<file path="src/rtl/fft_mem_sequencer_if.sv">
// Handshake and address bundle between the FFT memory sequencer and its surroundings
// (input stream, sample RAM write port, butterfly unit, output stream).
interface fft_mem_sequencer_if #(
  parameter int DATA_WIDTH = 16,
  parameter int MAX_LOG2N  = 10,
  parameter int LW         = $clog2(MAX_LOG2N + 1)
) ();
  localparam int AW = MAX_LOG2N;

  logic                    start;
  logic [LW-1:0]           cfg_log2n;
  logic                    in_valid;
  logic                    in_ready;
  logic [2*DATA_WIDTH-1:0] in_data;
  logic                    mem_we;
  logic [AW-1:0]           mem_waddr;
  logic [2*DATA_WIDTH-1:0] mem_wdata;
  logic                    bf_valid;
  logic                    bf_ready;
  logic [AW-1:0]           bf_addr_a;
  logic [AW-1:0]           bf_addr_b;
  logic [AW-2:0]           bf_tw_idx;
  logic                    wb_valid;
  logic                    out_valid;
  logic                    out_ready;
  logic [AW-1:0]           out_addr;
  logic [LW-1:0]           cur_stage;
  logic                    busy;
  logic                    done;
  logic                    cfg_err;

  modport master (
    input  start, cfg_log2n, in_valid, in_data, bf_ready, wb_valid, out_ready,
    output in_ready, mem_we, mem_waddr, mem_wdata, bf_valid, bf_addr_a, bf_addr_b,
           bf_tw_idx, out_valid, out_addr, cur_stage, busy, done, cfg_err
  );

  modport slave (
    output start, cfg_log2n, in_valid, in_data, bf_ready, wb_valid, out_ready,
    input  in_ready, mem_we, mem_waddr, mem_wdata, bf_valid, bf_addr_a, bf_addr_b,
           bf_tw_idx, out_valid, out_addr, cur_stage, busy, done, cfg_err
  );
endinterface

</file>
<file path="src/rtl/fft_mem_sequencer.sv">
// Address/handshake sequencer for an in-place radix-2 DIT FFT of runtime size 2^cfg_log2n:
// bit-reversed load, per-stage butterfly issue with write-back barrier, natural-order unload.
module fft_mem_sequencer #(
  parameter int DATA_WIDTH = 16,
  parameter int MAX_LOG2N  = 10,
  parameter int LW         = $clog2(MAX_LOG2N + 1)
) (
  input  logic                clk,
  input  logic                rst,
  fft_mem_sequencer_if.master bus
);
  localparam int AW  = MAX_LOG2N;
  localparam int TWW = AW - 1;

  typedef enum logic [2:0] {IDLE, LOAD, ISSUE, BARRIER, UNLOAD} state_t;

  state_t        state, state_nx;
  logic [AW-1:0] cnt, wb_cnt;
  logic [LW-1:0] log2n, stage;
  logic          done_q, cfg_err_q;

  logic          cnt_clr, cnt_inc, stage_inc, take_cfg, err_pulse, done_pulse;
  logic          cfg_legal, in_acc, bf_acc, out_acc, wb_full;
  logic [AW-1:0] n_mask, half_mask, n_half;
  logic [AW-1:0] half, pos, addr_a, rev;

  // n_mask = N-1 and half_mask = N/2-1 without ever forming N, which overflows AW bits at max size.
  assign n_mask    = {AW{1'b1}} >> (LW'(MAX_LOG2N) - log2n);
  assign half_mask = n_mask >> 1;
  assign n_half    = half_mask + AW'(1);

  assign cfg_legal = (bus.cfg_log2n != '0) && (bus.cfg_log2n <= LW'(MAX_LOG2N));
  assign in_acc    = (state == LOAD)   && bus.in_valid;
  assign bf_acc    = (state == ISSUE)  && bus.bf_ready;
  assign out_acc   = (state == UNLOAD) && bus.out_ready;
  assign wb_full   = (wb_cnt == n_half);

  // NOTE: every signal driven here gets a default first so no path leaves it unassigned (no latch).
  always_comb begin
    state_nx   = state;
    cnt_clr    = 1'b0;
    cnt_inc    = 1'b0;
    stage_inc  = 1'b0;
    take_cfg   = 1'b0;
    err_pulse  = 1'b0;
    done_pulse = 1'b0;
    unique case (state)
      IDLE: if (bus.start) begin
        if (cfg_legal) begin
          take_cfg = 1'b1;
          cnt_clr  = 1'b1;
          state_nx = LOAD;
        end else begin
          err_pulse = 1'b1;
        end
      end
      LOAD: if (in_acc) begin
        if (cnt == n_mask) begin
          cnt_clr  = 1'b1;
          state_nx = ISSUE;
        end else cnt_inc = 1'b1;
      end
      ISSUE: if (bf_acc) begin
        if (cnt == half_mask) begin
          cnt_clr  = 1'b1;
          state_nx = BARRIER;
        end else cnt_inc = 1'b1;
      end
      BARRIER: if (wb_full) begin
        stage_inc = 1'b1;
        state_nx  = (stage + LW'(1) == log2n) ? UNLOAD : ISSUE;
      end
      UNLOAD: if (out_acc) begin
        if (cnt == n_mask) begin
          cnt_clr    = 1'b1;
          done_pulse = 1'b1;
          state_nx   = IDLE;
        end else cnt_inc = 1'b1;
      end
      default: state_nx = IDLE;
    endcase
  end

  // NOTE: sequential state uses non-blocking assignments so every register samples pre-edge values.
  always_ff @(posedge clk) begin
    if (rst) begin
      state     <= IDLE;
      cnt       <= '0;
      wb_cnt    <= '0;
      log2n     <= '0;
      stage     <= '0;
      done_q    <= 1'b0;
      cfg_err_q <= 1'b0;
    end else begin
      state     <= state_nx;
      done_q    <= done_pulse;
      cfg_err_q <= err_pulse;
      if (cnt_clr)      cnt <= '0;
      else if (cnt_inc) cnt <= cnt + AW'(1);
      if (take_cfg)        log2n <= bus.cfg_log2n;
      if (take_cfg || done_pulse) stage <= '0;
      else if (stage_inc)         stage <= stage + LW'(1);
      // Clearing on stage advance drops any same-cycle pulse so nothing carries into the next stage.
      if (take_cfg || stage_inc) wb_cnt <= '0;
      else if ((state == ISSUE || state == BARRIER) && bus.wb_valid && !wb_full)
        wb_cnt <= wb_cnt + AW'(1);
    end
  end

  always_comb begin
    rev = '0;
    for (int i = 0; i < AW; i++) rev[i] = cnt[AW-1-i];
    half   = AW'(1) << stage;
    pos    = cnt & (half - AW'(1));
    addr_a = ((cnt >> stage) << (stage + LW'(1))) | pos;
  end

  assign bus.in_ready  = (state == LOAD);
  assign bus.mem_we    = in_acc;
  assign bus.mem_waddr = (state == LOAD) ? (rev >> (LW'(MAX_LOG2N) - log2n)) : '0;
  assign bus.mem_wdata = (state == LOAD) ? bus.in_data : {2*DATA_WIDTH{1'b0}};
  assign bus.bf_valid  = (state == ISSUE);
  assign bus.bf_addr_a = (state == ISSUE) ? addr_a : '0;
  assign bus.bf_addr_b = (state == ISSUE) ? (addr_a + half) : '0;
  assign bus.bf_tw_idx = (state == ISSUE) ? TWW'(pos << (LW'(MAX_LOG2N - 1) - stage)) : '0;
  assign bus.out_valid = (state == UNLOAD);
  assign bus.out_addr  = (state == UNLOAD) ? cnt : '0;
  assign bus.cur_stage = stage;
  assign bus.busy      = (state != IDLE);
  assign bus.done      = done_q;
  assign bus.cfg_err   = cfg_err_q;
endmodule

</file>
<file path="src/flat_wrapper.sv">
// flat-port wrapper written by rule: the top's interface ports become plain ports
module fft_mem_sequencer_flat 
#(
  parameter int DATA_WIDTH = 16,
  parameter int MAX_LOG2N  = 10,
  parameter int LW         = $clog2(MAX_LOG2N + 1)
)
  (clk, rst, bus_start, bus_cfg_log2n, bus_in_valid, bus_in_data, bus_bf_ready, bus_wb_valid, bus_out_ready, bus_in_ready, bus_mem_we, bus_mem_waddr, bus_mem_wdata, bus_bf_valid, bus_bf_addr_a, bus_bf_addr_b, bus_bf_tw_idx, bus_out_valid, bus_out_addr, bus_cur_stage, bus_busy, bus_done, bus_cfg_err);
  fft_mem_sequencer_if #(.DATA_WIDTH(DATA_WIDTH), .MAX_LOG2N(MAX_LOG2N), .LW(LW)) bus_i ();
  input  logic clk;
  input  logic rst;
  input wire logic [$bits(bus_i.start)-1:0] bus_start;
  input wire logic [$bits(bus_i.cfg_log2n)-1:0] bus_cfg_log2n;
  input wire logic [$bits(bus_i.in_valid)-1:0] bus_in_valid;
  input wire logic [$bits(bus_i.in_data)-1:0] bus_in_data;
  input wire logic [$bits(bus_i.bf_ready)-1:0] bus_bf_ready;
  input wire logic [$bits(bus_i.wb_valid)-1:0] bus_wb_valid;
  input wire logic [$bits(bus_i.out_ready)-1:0] bus_out_ready;
  output wire logic [$bits(bus_i.in_ready)-1:0] bus_in_ready;
  output wire logic [$bits(bus_i.mem_we)-1:0] bus_mem_we;
  output wire logic [$bits(bus_i.mem_waddr)-1:0] bus_mem_waddr;
  output wire logic [$bits(bus_i.mem_wdata)-1:0] bus_mem_wdata;
  output wire logic [$bits(bus_i.bf_valid)-1:0] bus_bf_valid;
  output wire logic [$bits(bus_i.bf_addr_a)-1:0] bus_bf_addr_a;
  output wire logic [$bits(bus_i.bf_addr_b)-1:0] bus_bf_addr_b;
  output wire logic [$bits(bus_i.bf_tw_idx)-1:0] bus_bf_tw_idx;
  output wire logic [$bits(bus_i.out_valid)-1:0] bus_out_valid;
  output wire logic [$bits(bus_i.out_addr)-1:0] bus_out_addr;
  output wire logic [$bits(bus_i.cur_stage)-1:0] bus_cur_stage;
  output wire logic [$bits(bus_i.busy)-1:0] bus_busy;
  output wire logic [$bits(bus_i.done)-1:0] bus_done;
  output wire logic [$bits(bus_i.cfg_err)-1:0] bus_cfg_err;
  assign bus_i.start = bus_start;
  assign bus_i.cfg_log2n = bus_cfg_log2n;
  assign bus_i.in_valid = bus_in_valid;
  assign bus_i.in_data = bus_in_data;
  assign bus_i.bf_ready = bus_bf_ready;
  assign bus_i.wb_valid = bus_wb_valid;
  assign bus_i.out_ready = bus_out_ready;
  assign bus_in_ready = bus_i.in_ready;
  assign bus_mem_we = bus_i.mem_we;
  assign bus_mem_waddr = bus_i.mem_waddr;
  assign bus_mem_wdata = bus_i.mem_wdata;
  assign bus_bf_valid = bus_i.bf_valid;
  assign bus_bf_addr_a = bus_i.bf_addr_a;
  assign bus_bf_addr_b = bus_i.bf_addr_b;
  assign bus_bf_tw_idx = bus_i.bf_tw_idx;
  assign bus_out_valid = bus_i.out_valid;
  assign bus_out_addr = bus_i.out_addr;
  assign bus_cur_stage = bus_i.cur_stage;
  assign bus_busy = bus_i.busy;
  assign bus_done = bus_i.done;
  assign bus_cfg_err = bus_i.cfg_err;
  fft_mem_sequencer #(.DATA_WIDTH(DATA_WIDTH), .MAX_LOG2N(MAX_LOG2N), .LW(LW)) u_core (.clk(clk), .rst(rst), .bus(bus_i));
endmodule
</file>
<file path="config.mk">
export PLATFORM = sky130hd
export DESIGN_NAME = fft_mem_sequencer_flat
export DESIGN_NICKNAME = d
export VERILOG_FILES = /design/src/rtl/fft_mem_sequencer_if.sv /design/src/rtl/fft_mem_sequencer.sv /design/src/flat_wrapper.sv
export SDC_FILE = /design/constraint.sdc
export NUM_CORES = 1
export LEC_CHECK = 0
export CELL_PAD_IN_SITES_DETAIL_PLACEMENT = 1
export CELL_PAD_IN_SITES_GLOBAL_PLACEMENT = 1
export CORE_ASPECT_RATIO = 1.2
export CORE_MARGIN = 2
export CORE_UTILIZATION = 30
export CTS_CLUSTER_SIZE = 30
export DETAILED_ROUTE_END_ITERATION = 16
export PLACE_DENSITY = 0.72
export SLEW_MARGIN = 20
export SYNTH_ARGS = -nofsm -noshare
export SYNTH_HDL_FRONTEND = slang
export SYNTH_SLANG_ARGS = --single-unit
</file>
<file path="constraint.sdc">
create_clock -name clk -period 6.29 [get_ports clk]
set_input_delay 0.9435 -clock clk [delete_from_list [all_inputs] [get_ports clk]]
set_output_delay 0.9435 -clock clk [all_outputs]
set_load 0.03 [all_outputs]
</file>
==> results of run 1 <==
[area by class of cell]
cell class | instances | area share
Clock buffer | 5 | 0.0187
Timing Repair Buffer | 152 | 0.221
Multi-Input combinational cell | 593 | 0.600
Clock inverter | 3 | 0.00692
Tap cell | 212 | 0.0397
Inverter | 26 | 0.0146
Sequential cell | 33 | 0.0991
[cell usage in the layout (no fill, tap or decap), types with 3 or more instances in the layout]
| master | n |
|---|---|
| a2111oi_0 | 4 |
| a211oi_1 | 6 |
| a21o_1 | 5 |
| a21oi_1 | 46 |
| a31oi_1 | 7 |
| and2_1 | 14 |
| and3_1 | 52 |
| buf_4 | 18 |
| clkbuf_16 | 5 |
| clkdlybuf4s50_1 | 134 |
| dfxtp_1 | 31 |
| ha_1 | 24 |
| inv_1 | 24 |
| mux2_2 | 8 |
| mux2i_1 | 22 |
| mux4_2 | 10 |
| nand2_1 | 50 |
| nand2b_1 | 8 |
| nand3_1 | 25 |
| nand3b_1 | 4 |
| nand4_1 | 8 |
| nor2_1 | 87 |
| nor2b_1 | 8 |
| nor3_1 | 28 |
| nor3b_1 | 6 |
| nor4_1 | 6 |
| o2111ai_1 | 4 |
| o211ai_1 | 10 |
| o21a_1 | 5 |
| o21ai_0 | 34 |
| o21bai_1 | 4 |
| o22ai_1 | 4 |
| o31ai_1 | 3 |
| or3_1 | 11 |
| xnor2_1 | 26 |
| xor2_1 | 18 |
[metal layers]
| metal | wire (um) | part of all wire |
|---|---|---|
| met1 | 8550 | 0.41 |
| met2 | 11000 | 0.53 |
| met3 | 673 | 0.032 |
| met4 | 682 | 0.033 |
| met5 | 0 | 0 |
[cell families after synthesis]
group	synth area share
muxes	0.109
adders and majority gates	0.0635
buffers and inverters	0.0735
AOI/OAI and AO/OA	0.213
and+or+nand+nor	0.327
xor gates and xnor gates	0.0829
DFF	0.131
[sequential cells by signal (all words and copies together), names as in the netlist]
signal,flops
u_core.cnt,10
u_core.wb_cnt,10
u_core.bus.cur_stage,4
u_core.log2n,4
u_core.state,3
u_core.bus.cfg_err,1
u_core.bus.done,1
[how the worst max path moves through the flow]
stage | from | endpoint | slack, ns | cells past startpoint
4_1_cts | u_core.bus.cur_stage[1]$_SDFFE_PP0P_ | bus_bf_addr_b[8] | 0.25 | 18
5_1_grt | u_core.bus.cur_stage[0]$_SDFFE_PP0P_ | bus_bf_addr_b[9] | 0.07 | 15
6_report | u_core.bus.cur_stage[0]$_SDFFE_PP0P_ | bus_bf_addr_b[9] | 0.34 | 15
2_1_floorplan | u_core.bus.cur_stage[0]$_SDFFE_PP0P_ | bus_bf_addr_b[8] | 0.70 | 19
3_5_place_dp | u_core.bus.cur_stage[1]$_SDFFE_PP0P_ | bus_bf_addr_b[8] | 0.57 | 18
3_3_place_gp | u_core.bus.cur_stage[1]$_SDFFE_PP0P_ | bus_bf_addr_b[9] | 0.63 | 18
[critical path, delay by kind of cell (launching register included)]
| family | cells | cell delay (ns) |
|---|---|---|
| buffers and inverters | 5 | 1.26 |
| AOI/OAI and AO/OA | 4 | 1.17 |
| adders and majority gates | 2 | 0.68 |
| and+or+nand+nor | 2 | 0.66 |
| DFF | 1 | 0.63 |
| xor gates and xnor gates | 2 | 0.29 |
[stage by stage]
| step | std cells | power, W |
|---|---|---|
| after floorplan | 718 | 0.000739 |
| after global placement | 1016 | 0.000991 |
| after detailed placement | 1016 | 0.00101 |
| after CTS | 1024 | 0.00130 |
| after global routing | 1024 | 0.00137 |
| final | 1024 | 0.00130 |
[power by group through the flow]
stage	clock (W)	sequential, W	combinational, W
6_report	0.000291	0.000261	0.000744
5_1_grt	0.000306	0.000266	0.000797
4_1_cts	0.000296	0.000261	0.000747
3_5_place_dp	0	0.000265	0.000743
3_3_place_gp	0	0.000262	0.000729
2_1_floorplan	0	0.000237	0.000502
[what timing repair did]
| item | 4_1_cts | 5_1_grt |
|---|---|---|
| gates resized for setup | 0 | 2 |
| endpoints found under the hold margin | 0 | 0 |
| hold buffers | 0 | 0 |
| buffers inserted | 0 | 0 |
| setup endpoints to repair | 0 | 3 |
==> results.md, run 1 <==
* Status: complete, no violations
* CP max-delay cell: clkdlybuf4s50_1
* Min setup slack post-route at 0.342 ns
* Clock share of power at 0.224
* Largest net degree at the start of global routing at 43
* Chip height at between 100 and 150 um
* Cell area after layout at 6690 um2
* Seq cells post-synth at 33
* Sequential fraction of the synthesis area at 0.131
* Fin util at 0.409
* RR Endpoint: u_core.wb_cnt[0]$_SDFFE_PP0P_
* Post-synth ARST share at 0
* Per-cell routed wire length at between 20 and 25 um
* Cell taking the most area after synthesis: dfxtp_1
* Initial antenna violation count at 0
* Clock skew at about 0.0051 ns
* Busiest layer in global routing: met2
* First-pass GRT wire length at 33.4 mm
* Met2 Use GR at 0.431
* Drt drc at 0
* Max-cap violations at 0
* Cells along the critical path: buf_4, inv_1, buf_4, ha_1, nor4_1, xnor2_1, o21ai_0, o21ai_0, ha_1, inv_1, o41ai_1, a21oi_1, xnor2_1, nor2_1, clkdlybuf4s50_1
* CTS Buf Count at 5
* Boundary Pins at about 140
* Area of the core at ~16000 um2
* Clock-pin transition on the worst setup and hold timing paths at roughly 0.06 ns
* RSZ-0062 raised after global routing: no
* Setup TNS at 0 ns
* EDFF count, synth at 0
* CTS sink count at 33
* Internal at 0.000700 W
* Worst Setup Path Type: reg2out
* Slew headroom at 0.386
* Pre-CTS setup slack at 0.567 ns
* Row Count at 51
* Max IR drop VDD at approximately 140 uV
* Worst r2r src: u_core.log2n[1]$_SDFFE_PP0P_
* Max Fanout on Critical Path at 15
* Antenna Nets Post-Route at 0
* Data required time at the worst endpoint at roughly 5.4 ns
* Layout cells sized above 1 at 0.0714
* Syn Inst Count at about 720
* Register Area at around 660 um2
* Arr. time, crit path at about 5 ns
* Yosys cell types at between 70 and 80
* DIE AREA at 17900 um2
* Top post-synthesis cells by area: dfxtp_1 (13%), nor2_1 (6.5%), and3_1 (6.5%)
* CTS tree: built
* Post-DP HPWL at ~16 mm
* 1st-pass router iterations at 5
* Seq pwr share at 0.201
* Final min period at 5.95 ns
* Layout fillers at roughly 2.1k
* CP Launch Type: register
* Synth cell count leaders: nor2_1 (87), and3_1 (52), nand2_1 (50)
* Worst Hold End: u_core.wb_cnt[9]$_SDFFE_PP0P_
* Final WL at between 20 and 25 mm
* Endpoints failing hold at 0
* Area of placed instances at between 6000 and 7000 um2
* Vias/cell at between 5 and 6
* Top-count cell post-synth: nor2_1
* Ys Warns at 0
* WHS at ~0.56 ns
* Synth Area per Inst at 7.02 um2
* Leakage at 2.61 nW
* Clock Tree Buf Depth at 2
* Critical Path End Type: output port
* Reg2reg path depth at 11
* Hold Path Class: reg2reg
* Final worst-path cycle share at 0.946
* Gp weighted congestion at approximately 0.95
* Worst hold path stage count at 2
* Met3 usage at 0.0176
* Vias in the first global route at around 6.1k
* M1 GR Usage at 0.279
* Comb pwr share at 0.574
* Initial Util at 0.309
* Worst skew pair latency at between 0.2 and 0.3 ns
* Post-synth top flop: dfxtp_1
* Synth-to-layout area growth at 32.7%
* Starting DRC count in detailed routing at 249
* Register-to-register setup slack at around 1.5 ns
* Die Wd at between 100 and 150 um
* Root buffer cell: clkbuf_16
* Gr ovfl total at 0
* P_sw at between 0.0005 and 0.0006 W
* Port Buffers at 134
* Largest stage delay, worst path at between 0.6 and 0.7 ns
* Syn nets at approximately 800
* Post-synth top area share at 0.131
* Syn Std Cell Area at slightly above 5000 um2
* Tightest Pin Transition at 0.921 ns
* Sw Ratio at 0.460
* Setup Viol. Count Final at 0
* Hold_sp: u_core.wb_cnt[9]$_SDFFE_PP0P_
* H-tree depth at 2
* GRT Util Overall at 0.234
* Multi-input gate area at 4020 um2
* PD cells at approximately 190 nW/um2
* ANT cells at 0
* Achievable frequency at 0.168 GHz
* Vias at roughly 5.8k
* Final #Nets at ~880
* Fin. max-slew vios at 0
Note: power is estimated with default switching activity, not from simulation.
==> run 2: changes to the inputs <==
==> constraint.sdc (replaced) <==
create_clock -name clk -period 6.29 [get_ports clk]
set_input_delay 0.9435 -clock clk [delete_from_list [all_inputs] [get_ports clk]]
set_output_delay 0.9435 -clock clk [all_outputs]
set_load 0.02 [all_outputs]
==> run 2 against run 1 <==
Net effect: sequential power rose by 2%; critical path depth increased by 2; clock skew up 0.0022 ns; total power shrank 8.1%; first-iteration DRC count grew 26%; routed wire length is 2.6% lower.
==> results.md, run 2 (same netlist as run 1, synthesis figures left out) <==
* Vias/cell at between 5 and 6
* CTS tree: built
* Cells along the critical path: ha_1, nand2_1, xnor2_1, buf_4, nand2_1, o31ai_1, ha_1, a21o_1, a21oi_1, nor2b_1, o21a_1, nor4_1, o41ai_1, a21oi_1, xnor2_1, nor2_1, clkdlybuf4s50_1
* Max Fanout on Critical Path at 13
* Layout cells sized above 1 at 0.0700
* Clock Tree Buf Depth at 2
* Sw Ratio at 0.448
* DIE AREA at ~18000 um2
* PD cells at ~180 nW/um2
* Final min period at between 5 and 6 ns
* Slew headroom at 0.405
* Drt drc at 0
* Seq pwr share at 0.222
* Largest stage delay, worst path at 0.69 ns
* Tightest Pin Transition at roughly 0.89 ns
* Max-cap violations at 0
* Cts hold-fix bufs at 0
* Gp weighted congestion at between 0.9 and 1
* First-pass GRT wire length at ~32 mm
* CTS Buf Count at 5
* Hold Path Class: reg2reg
* Chip height at 146 um
* Setup Viol. Count Final at 0
* Initial antenna violation count at 0
* Final WL at roughly 20 mm
* Vias in the first global route at 5858
* Commonest non-fill, non-tap cell in the layout: clkdlybuf4s50_1
* Vias at around 5.8k
* Status: complete, no violations
* ANT cells at 0
* Initial Util at 0.309
* Boundary Pins at ~140
* CP Buf/Inv Count at 2
* Critical Path End Type: output port
* Pre-CTS setup slack at around 0.85 ns
* Final worst-path cycle share at 0.918
* Post-CTS Setup Bufs at 0
* Post-DP HPWL at between 15 and 20 mm
* Arr. time, crit path at 4.83 ns
* Gr ovfl total at 0
* H-tree depth at 2
* CP delay by family, top: compound AO/OA/AOI/OAI gates
* Endpoints failing hold at 0
* Layout fillers at ~2.1k
* Largest net degree at the start of global routing at 43
* Achievable frequency at between 0.15 and 0.2 GHz
* Min setup slack post-route at 0.515 ns
* Root buffer cell: clkbuf_16
* Data required time at the worst endpoint at between 5 and 6 ns
* CTS sink count at 33
* Fin. max-slew vios at 0
* Per-cell routed wire length at 19.9 um
* Clock skew at around 0.0073 ns
* Row Count at 51
* P_sw at 0.000534 W
* Synth-to-layout area growth at 32.2%
* CP Launch Type: register
* Worst Setup Path Type: reg2out
* Internal at around 0.00066 W
* Setup TNS at 0 ns
* GRT Util Overall at 0.226
* Area of the core at about 16000 um2
* Largest registers: u_core.cnt x10, u_core.wb_cnt x10
* Worst skew pair latency at around 0.29 ns
* Clock share of power at 0.200
* Final #Nets at 881
* Antenna Nets Post-Route at 0
* RSZ-0062 raised after global routing: no
* CP max-delay cell: dfxtp_1
* Die Wd at about 120 um
* Most frequent cells in the layout: clkdlybuf4s50_1 (134), nor2_1 (87), and3_1 (52)
* Comb pwr share at 0.578
* Starting DRC count in detailed routing at 314
* Port Buffers at 134
* Post-CTS Resized at 0
* Leakage at approximately 2.6 nW
* Clock-pin transition on the worst setup and hold timing paths at about 0.060 ns
* Max IR drop VDD at around 130 uV
* 1st-pass router iterations at 4
-- run 2: path summary, 6_finish.rpt --
| kind | start | end | slack, ns | cells past startpoint |
|---|---|---|---|---|
| max | u_core.bus.cur_stage[2]$_SDFFE_PP0P_ | bus_bf_addr_b[9] | 0.51 | 17 |
| min | u_core.wb_cnt[9]$_SDFFE_PP0P_ | u_core.wb_cnt[9]$_SDFFE_PP0P_ | 0.57 | 2 |
| max reg2reg | u_core.log2n[1]$_SDFFE_PP0P_ | u_core.wb_cnt[5]$_SDFFE_PP0P_ | 1.62 | 11 |
| min reg2reg | u_core.wb_cnt[9]$_SDFFE_PP0P_ | u_core.wb_cnt[9]$_SDFFE_PP0P_ | 0.57 | 2 |
-- run 2: worst reg2reg max path, cell delays in order, from the launching register on --
cell      delay [ns]
dfxtp_1         0.60
ha_1            0.27
inv_1           0.05
ha_1            0.86
clkinv_1        0.56
a21oi_1         0.35
a31oi_1         0.12
o32a_1          0.24
nor4_2          0.49
and3_1          0.39
nand2b_1        0.48
nor2_1          0.12
-- run 2: layout make-up --
class | instances | area, um2 | area share
Multi-Input combinational cell | 593 | 4010 | 0.602
Clock buffer | 6 | 129 | 0.0193
Timing Repair Buffer | 154 | 1490 | 0.224
Sequential cell | 33 | 662 | 0.0993
Inverter | 26 | 97.6 | 0.0146
Tap cell | 212 | 265 | 0.0398
Clock inverter | 2 | 10.0 | 0.00150
-- run 2: power by group through the flow --
stage / Combinational [W] / Clock, W / Sequential, W
after detailed placement: 0.000688 / 0 / 0.000268
after floorplan: 0.000452 / 0 / 0.000236
after global placement: 0.000679 / 0 / 0.000263
after CTS: 0.000692 / 0.000243 / 0.000263
final: 0.000688 / 0.000238 / 0.000265
after global routing: 0.000740 / 0.000252 / 0.000269
-- run 2: through the flow --
stage          hold WS [ns]   util  instance area [um2]  total power [W]  instances
2_1_floorplan         0.493      -                 5040         0.000689        718
3_3_place_gp          0.525  0.399                 6530         0.000942       1018
3_5_place_dp          0.539  0.399                 6530         0.000956       1018
4_1_cts               0.558  0.408                 6660          0.00120       1026
5_1_grt               0.610  0.408                 6670          0.00126       1026
6_report              0.572  0.408                 6670          0.00119       1026
-- run 2: metal layers --
| layer | part of all wire | global-route usage | wire (um) |
|---|---|---|---|
| met1 | 0.43 | 0.284 | 8670 |
| met5 | 0 | 0 | 0 |
| met3 | 0.035 | 0.0192 | 705 |
| met4 | 0.028 | 0.0718 | 576 |
| met2 | 0.51 | 0.403 | 10400 |
